--- src/rtl/mkmif_pkg.sv ---
// Shared definitions for the MKM interface: arbiter FSM encoding, default
// widths, the SPI command bytes the core issues, and the round-robin pick rule.
package mkmif_pkg;

  localparam int ADDR_W_DEF = 16;
  localparam int DATA_W_DEF = 32;

  // SPI serial SRAM command bytes driven by the core.
  localparam logic [7:0] SPI_WRSR_CMD  = 8'h01;
  localparam logic [7:0] SPI_WRITE_CMD = 8'h02;
  localparam logic [7:0] SPI_READ_CMD  = 8'h03;
  localparam logic [7:0] SPI_RDSR_CMD  = 8'h05;

  typedef enum logic [2:0] {
    ST_IDLE      = 3'd0,
    ST_ISSUE     = 3'd1,
    ST_WAIT_BUSY = 3'd2,
    ST_WAIT_DONE = 3'd3,
    ST_RESP      = 3'd4
  } arb_state_t;

  // Two-way round robin: a lone request wins outright; on a tie the
  // requester that did not win last time is chosen.
  function automatic logic rr_pick(input logic req0, input logic req1,
                                   input logic last_grant);
    logic pick;
    if (req0 && req1) begin
      pick = ~last_grant;
    end else begin
      pick = req1;
    end
    return pick;
  endfunction

endpackage

--- src/rtl/mkmif_rr2.sv ---
// Two-requester round-robin grant selector (purely combinational).
import mkmif_pkg::*;

module mkmif_rr2 (
  input  logic req0,
  input  logic req1,
  input  logic last_grant,
  output logic grant,
  output logic grant_vld
);

  // Grant index follows the shared pick rule; valid whenever anyone asks.
  always_comb begin
    grant_vld = req0 | req1;
    grant     = rr_pick(req0, req1, last_grant);
  end

endmodule

--- src/rtl/mkmif_arbiter.sv ---
// Round-robin arbiter letting two masters share one MKM interface core.
// Requests are latched in IDLE, issued as a single read/write strobe once the
// core is ready, and completed with a one-cycle ack to the winner.
// Optional build macro MKMIF_ARB_PROTECT_EN: requester 1 accesses at or above
// PROT_LIMIT are rejected with an error ack and never reach the core.
import mkmif_pkg::*;

module mkmif_arbiter #(
  parameter int ADDR_W = ADDR_W_DEF,
  parameter int DATA_W = DATA_W_DEF,
  parameter logic [ADDR_W-1:0] PROT_LIMIT = 16'h1000
) (
  input  logic              clk,
  input  logic              reset,

  input  logic              req0_valid,
  input  logic              req0_we,
  input  logic [ADDR_W-1:0] req0_addr,
  input  logic [DATA_W-1:0] req0_wdata,
  output logic              req0_ack,
  output logic [DATA_W-1:0] req0_rdata,
  output logic              req0_error,

  input  logic              req1_valid,
  input  logic              req1_we,
  input  logic [ADDR_W-1:0] req1_addr,
  input  logic [DATA_W-1:0] req1_wdata,
  output logic              req1_ack,
  output logic [DATA_W-1:0] req1_rdata,
  output logic              req1_error,

  input  logic              core_ready,
  output logic              core_read_op,
  output logic              core_write_op,
  output logic [ADDR_W-1:0] core_addr,
  output logic [DATA_W-1:0] core_write_data,
  input  logic [DATA_W-1:0] core_read_data,

  output logic              busy
);

`ifdef MKMIF_ARB_PROTECT_EN
  localparam bit PROTECT = 1'b1;
`else
  localparam bit PROTECT = 1'b0;
`endif

  arb_state_t          state;
  arb_state_t          state_nxt;

  logic                grant;
  logic                grant_vld;
  logic                last_grant;

  logic                grant_r;
  logic                we_r;
  logic                reject_r;
  logic [ADDR_W-1:0]   addr_r;
  logic [DATA_W-1:0]   wdata_r;
  logic [DATA_W-1:0]   rdata0_r;
  logic [DATA_W-1:0]   rdata1_r;

  logic                sel_we;
  logic [ADDR_W-1:0]   sel_addr;
  logic [DATA_W-1:0]   sel_wdata;
  logic                reject_now;
  logic                issue_fire;
  logic                take_req;
  logic                capture_rd;

  mkmif_rr2 u_rr2 (
    .req0       (req0_valid),
    .req1       (req1_valid),
    .last_grant (last_grant),
    .grant      (grant),
    .grant_vld  (grant_vld)
  );

  // Request selection and protection check for the requester being granted.
  always_comb begin
    sel_we     = grant ? req1_we    : req0_we;
    sel_addr   = grant ? req1_addr  : req0_addr;
    sel_wdata  = grant ? req1_wdata : req0_wdata;
    reject_now = PROTECT && grant && (req1_addr >= PROT_LIMIT);
    take_req   = (state == ST_IDLE) && grant_vld;
    issue_fire = (state == ST_ISSUE) && core_ready;
    capture_rd = (state == ST_WAIT_DONE) && core_ready && !we_r;
  end

  // FSM state register.
  always_ff @(posedge clk) begin
    if (reset) begin
      state <= ST_IDLE;
    end else begin
      state <= state_nxt;
    end
  end

  // Next-state logic and core/requester handshake outputs.
  always_comb begin
    state_nxt     = state;
    core_read_op  = 1'b0;
    core_write_op = 1'b0;
    req0_ack      = 1'b0;
    req1_ack      = 1'b0;
    req1_error    = 1'b0;
    busy          = (state != ST_IDLE);
    case (state)
      ST_IDLE: begin
        if (grant_vld) begin
          state_nxt = reject_now ? ST_RESP : ST_ISSUE;
        end
      end
      ST_ISSUE: begin
        // The core only samples a strobe while ready, so wait out its init.
        if (core_ready) begin
          core_write_op = we_r;
          core_read_op  = ~we_r;
          state_nxt     = ST_WAIT_BUSY;
        end
      end
      ST_WAIT_BUSY: begin
        if (!core_ready) begin
          state_nxt = ST_WAIT_DONE;
        end
      end
      ST_WAIT_DONE: begin
        if (core_ready) begin
          state_nxt = ST_RESP;
        end
      end
      ST_RESP: begin
        req0_ack   = ~grant_r;
        req1_ack   = grant_r;
        req1_error = grant_r & reject_r;
        state_nxt  = ST_IDLE;
      end
      default: begin
        state_nxt = ST_IDLE;
      end
    endcase
  end

  // Requester 0 is never restricted.
  assign req0_error      = 1'b0;
  assign core_addr       = addr_r;
  assign core_write_data = wdata_r;
  assign req0_rdata      = rdata0_r;
  assign req1_rdata      = rdata1_r;

  // Latch the granted request in IDLE; rotate priority even on rejects.
  always_ff @(posedge clk) begin
    if (reset) begin
      last_grant <= 1'b1;
      grant_r    <= 1'b0;
      we_r       <= 1'b0;
      reject_r   <= 1'b0;
      addr_r     <= '0;
      wdata_r    <= '0;
    end else if (take_req) begin
      last_grant <= grant;
      grant_r    <= grant;
      we_r       <= sel_we;
      reject_r   <= reject_now;
      addr_r     <= sel_addr;
      wdata_r    <= sel_wdata;
    end
  end

  // Read data is captured on the cycle the core reports completion.
  always_ff @(posedge clk) begin
    if (reset) begin
      rdata0_r <= '0;
      rdata1_r <= '0;
    end else if (capture_rd) begin
      if (grant_r) begin
        rdata1_r <= core_read_data;
      end else begin
        rdata0_r <= core_read_data;
      end
    end
  end

endmodule

--- config.mk ---
export PLATFORM = sky130hd
export DESIGN_NAME = mkmif_arbiter
export DESIGN_NICKNAME = d
export VERILOG_FILES = /design/src/rtl/mkmif_pkg.sv /design/src/rtl/mkmif_rr2.sv /design/src/rtl/mkmif_arbiter.sv
export SDC_FILE = /design/constraint.sdc
export NUM_CORES = 1
export LEC_CHECK = 0
export CORE_ASPECT_RATIO = 1.5
export CORE_MARGIN = 5
export CORE_UTILIZATION = 41
export DETAILED_ROUTE_END_ITERATION = 6
export PLACE_DENSITY_LB_ADDON = 0.08
export SYNTH_ARGS = -nofsm -noshare
export SYNTH_HDL_FRONTEND = slang
export SYNTH_SLANG_ARGS = --single-unit
export TNS_END_PERCENT = 20
--- constraint.sdc ---
create_clock -name clk -period 2.2 [get_ports clk]
set_clock_uncertainty 0.05 [all_clocks]
set_input_delay 0.55 -clock clk [delete_from_list [all_inputs] [get_ports clk]]
set_output_delay 0.55 -clock clk [all_outputs]
set_load 0.1 [all_outputs]
==> flow_summary.toml <==
[grt]
antenna_found_initial = 0
grt_pass1_wl_um = 24000
grt_pass1_vias = 4861
grt_start_max_net_pins = 118
grtUsageTotal_pct = 20.3
grt-ovfl-total = 0

[die]
core_area_sq_mm = 0.0124
dieHeight_um = 147
pin_count = 254
die-area_sq_mm = 0.0150
rows = 50
die_x_um = 102
initial_core_util_pct = 41.6

[critical_path]
endpoint = "core_write_op"
worstReg2RegStart = "state[0]"
reg2reg_to = "core_write_data[11]"
r2r_cells = 6
critPathRequiredTime_ns = 1.60
crit_type = "in2out"
max_stage_delay_ns = 0.26
worstPathCellList = "clkdlybuf4s15_1 > nand2_2 > or2_4 > nor3b_4 > buf_12"
worst_setup_path_end_kind = "output port"
slowest_stage = "or2_4"
start_kind = "input pin"
r2r_setup_slack_ns = 0.31
arrival_ns = 1.55
crit_path_max_fanout = 3
crit_start = "core_ready"

[final_layout]
multi_input_area_sq_mm = 0.00228
fin_util_pct = 66.6
fillCellCount = 991
fin_nets = 923
regArea_sq_mm = 0.00237
n_antenna_cell = 0
final_common_cell = "nand2b_1"
syn_to_final_growth_pct = 60.0
drive_above_1_share_pct = 21.8
final_cell_mix = "nand2b_1, clkdlybuf4s50_1, buf_4, dfxtp_1, inv_1"

[flow_run]
max_cap_violations = 0

[logic_synthesis]
netlist_area_sq_mm = 0.00515
syn_avg_cell_area_sq_um = 9.44
ys_types = 31
synth_warnings = 0
ys_seq_area_share_pct = 45.8
netlist_instances = 546
synth-seq-cells = 118

[power_and_ir_drop]
p_leak_nw = 3.81
finalPower_mw = 7.23
ir_worst_vdd_v = 0.000684
power_density_mw_per_mm2 = 876

[clocking]
clkSlewWorstSetupHoldPaths_ns = 0.05
insertion_delay_ns = 0.40
tritoncts = "built"
cts_buffers = 17
ctsLongestPathBuffers = 2
htree_levels = 4
clkSinkCount = 118
hold_buffers = 0
cts_root_buf = "clkbuf_16"

[placement]
gp_congestion = 0.783
hpwl_um = 11300
port_buffers = 251

[drt]
via_per_inst = 4.93
ant_nets = 0
via_count = 4722
wl_um = 15400
drt-initial-drc-count = 307
first_pass_iters = 5
drc = 0
wl_per_cell_um = 16.1

[run_status]
status = "completed"

[timing]
finalCritPeriodShare_pct = 97.9
setup_viol = 0
final-max-slew-violation-count = 0
hold_violations = 0
fmax_ghz = 0.464
fin_crit_ns = 2.15

[worst_hold_path]
hold_class = "reg2reg"
## sequential cells by signal (all words and copies together) (netlist names)
signal	cells
req0_rdata	32
req1_rdata	32
last_grant	1
grant_r	1
core_write_data	32
core_addr	16
we_r	1
state	3
## layout make-up
class | count | share of cell area, %
Sequential cell | 118 | 28.7
Clock buffer | 21 | 5.70
Timing Repair Buffer | 265 | 29.6
Multi-Input combinational cell | 288 | 27.6
Clock inverter | 11 | 1.50
Tap cell | 156 | 2.37
Inverter | 98 | 4.46
## stage by stage
stage | cell area [sq um] | std cells | setup TNS, ns | setup slack (ns) | hold slack [ns]
after floorplan | 5190 | 547 | -0.170 | -0.118 | 0.428
after global placement | 7640 | 924 | -5.30 | -0.237 | 0.410
after detailed placement | 7640 | 924 | -6.11 | -0.248 | 0.413
after CTS | 8240 | 956 | 0 | 0.0217 | 0.426
after global routing | 8250 | 957 | -0.0103 | -0.0103 | 0.441
final | 8250 | 957 | 0 | 0.0453 | 0.420
## per-layer routing
layer	global-route usage (%)	up-vias	wire length, um
met5	0	-	0
met4	7.72	0	341
met3	7.79	26	1440
met2	36.3	194	8180
met1	20.9	2206	5470
li1	-	2296	-
## critical path, delay by kind of cell
kind                   cells  cell delay [ns]
buffers and inverters      2             0.43
and+or+nand+nor            3             0.57
## cells by family after synthesis
group,Yosys count,synth area share [%]
flops,118,45.8
other cells,1,0.0727
buf+inv,141,10.9
simple gates,169,20.6
mux,64,12.4
compound gates,53,10.2
## how the worst min path moves through the flow
| stage | start | end | slack, ns | cells past startpoint |
|---|---|---|---|---|
| after CTS | req1_rdata[17] | req1_rdata[17] | 0.43 | 2 |
| final | req0_rdata[29] | req0_rdata[29] | 0.42 | 2 |
| after global placement | req0_rdata[31] | req0_rdata[31] | 0.41 | 2 |
| after detailed placement | req0_rdata[31] | req0_rdata[31] | 0.41 | 2 |
| after global routing | req0_rdata[29] | req0_rdata[29] | 0.44 | 2 |
| after floorplan | last_grant | last_grant | 0.43 | 1 |
## power breakdown
part	internal [mW]	leakage, nW	switching (mW)
combinational	0.621	2.56	1.46
sequential	2.30	0.966	0.0966
clock	1.76	0.285	1.00
## cells in the mapped netlist (all sizes together)
library cell / instances / area share, %
inv: 98 / 7.1
a2111oi: 1 / 0.17
conb: 1 / 0.073
or4b: 2 / 0.39
nand3: 1 / 0.097
a221o: 1 / 0.19
dfxtp: 118 / 46
a32oi: 1 / 0.17
nor3b: 2 / 0.29
nand2: 4 / 0.29
a221oi: 1 / 0.17
mux2i: 64 / 12
nor2: 4 / 0.29
nor3: 3 / 0.51
nor4b: 1 / 0.17
and3: 2 / 0.24
nor4: 1 / 0.24
a211oi: 1 / 0.15
buf: 13 / 1.6
clkbuf: 30 / 2.2
nor2b: 2 / 0.24
or2: 1 / 0.12
a222oi: 48 / 9.3
nand2b: 145 / 18
or3: 1 / 0.12
## repair_timing
item / 4_1_cts / 5_1_grt
setup buffers: 0 / 1
setup endpoints to repair: 2 / 1
gates resized for setup: 3 / 2
hold endpoints to repair: 0 / 0
pin swaps: 2 / 2
Note: power is estimated with default switching activity, not from simulation.
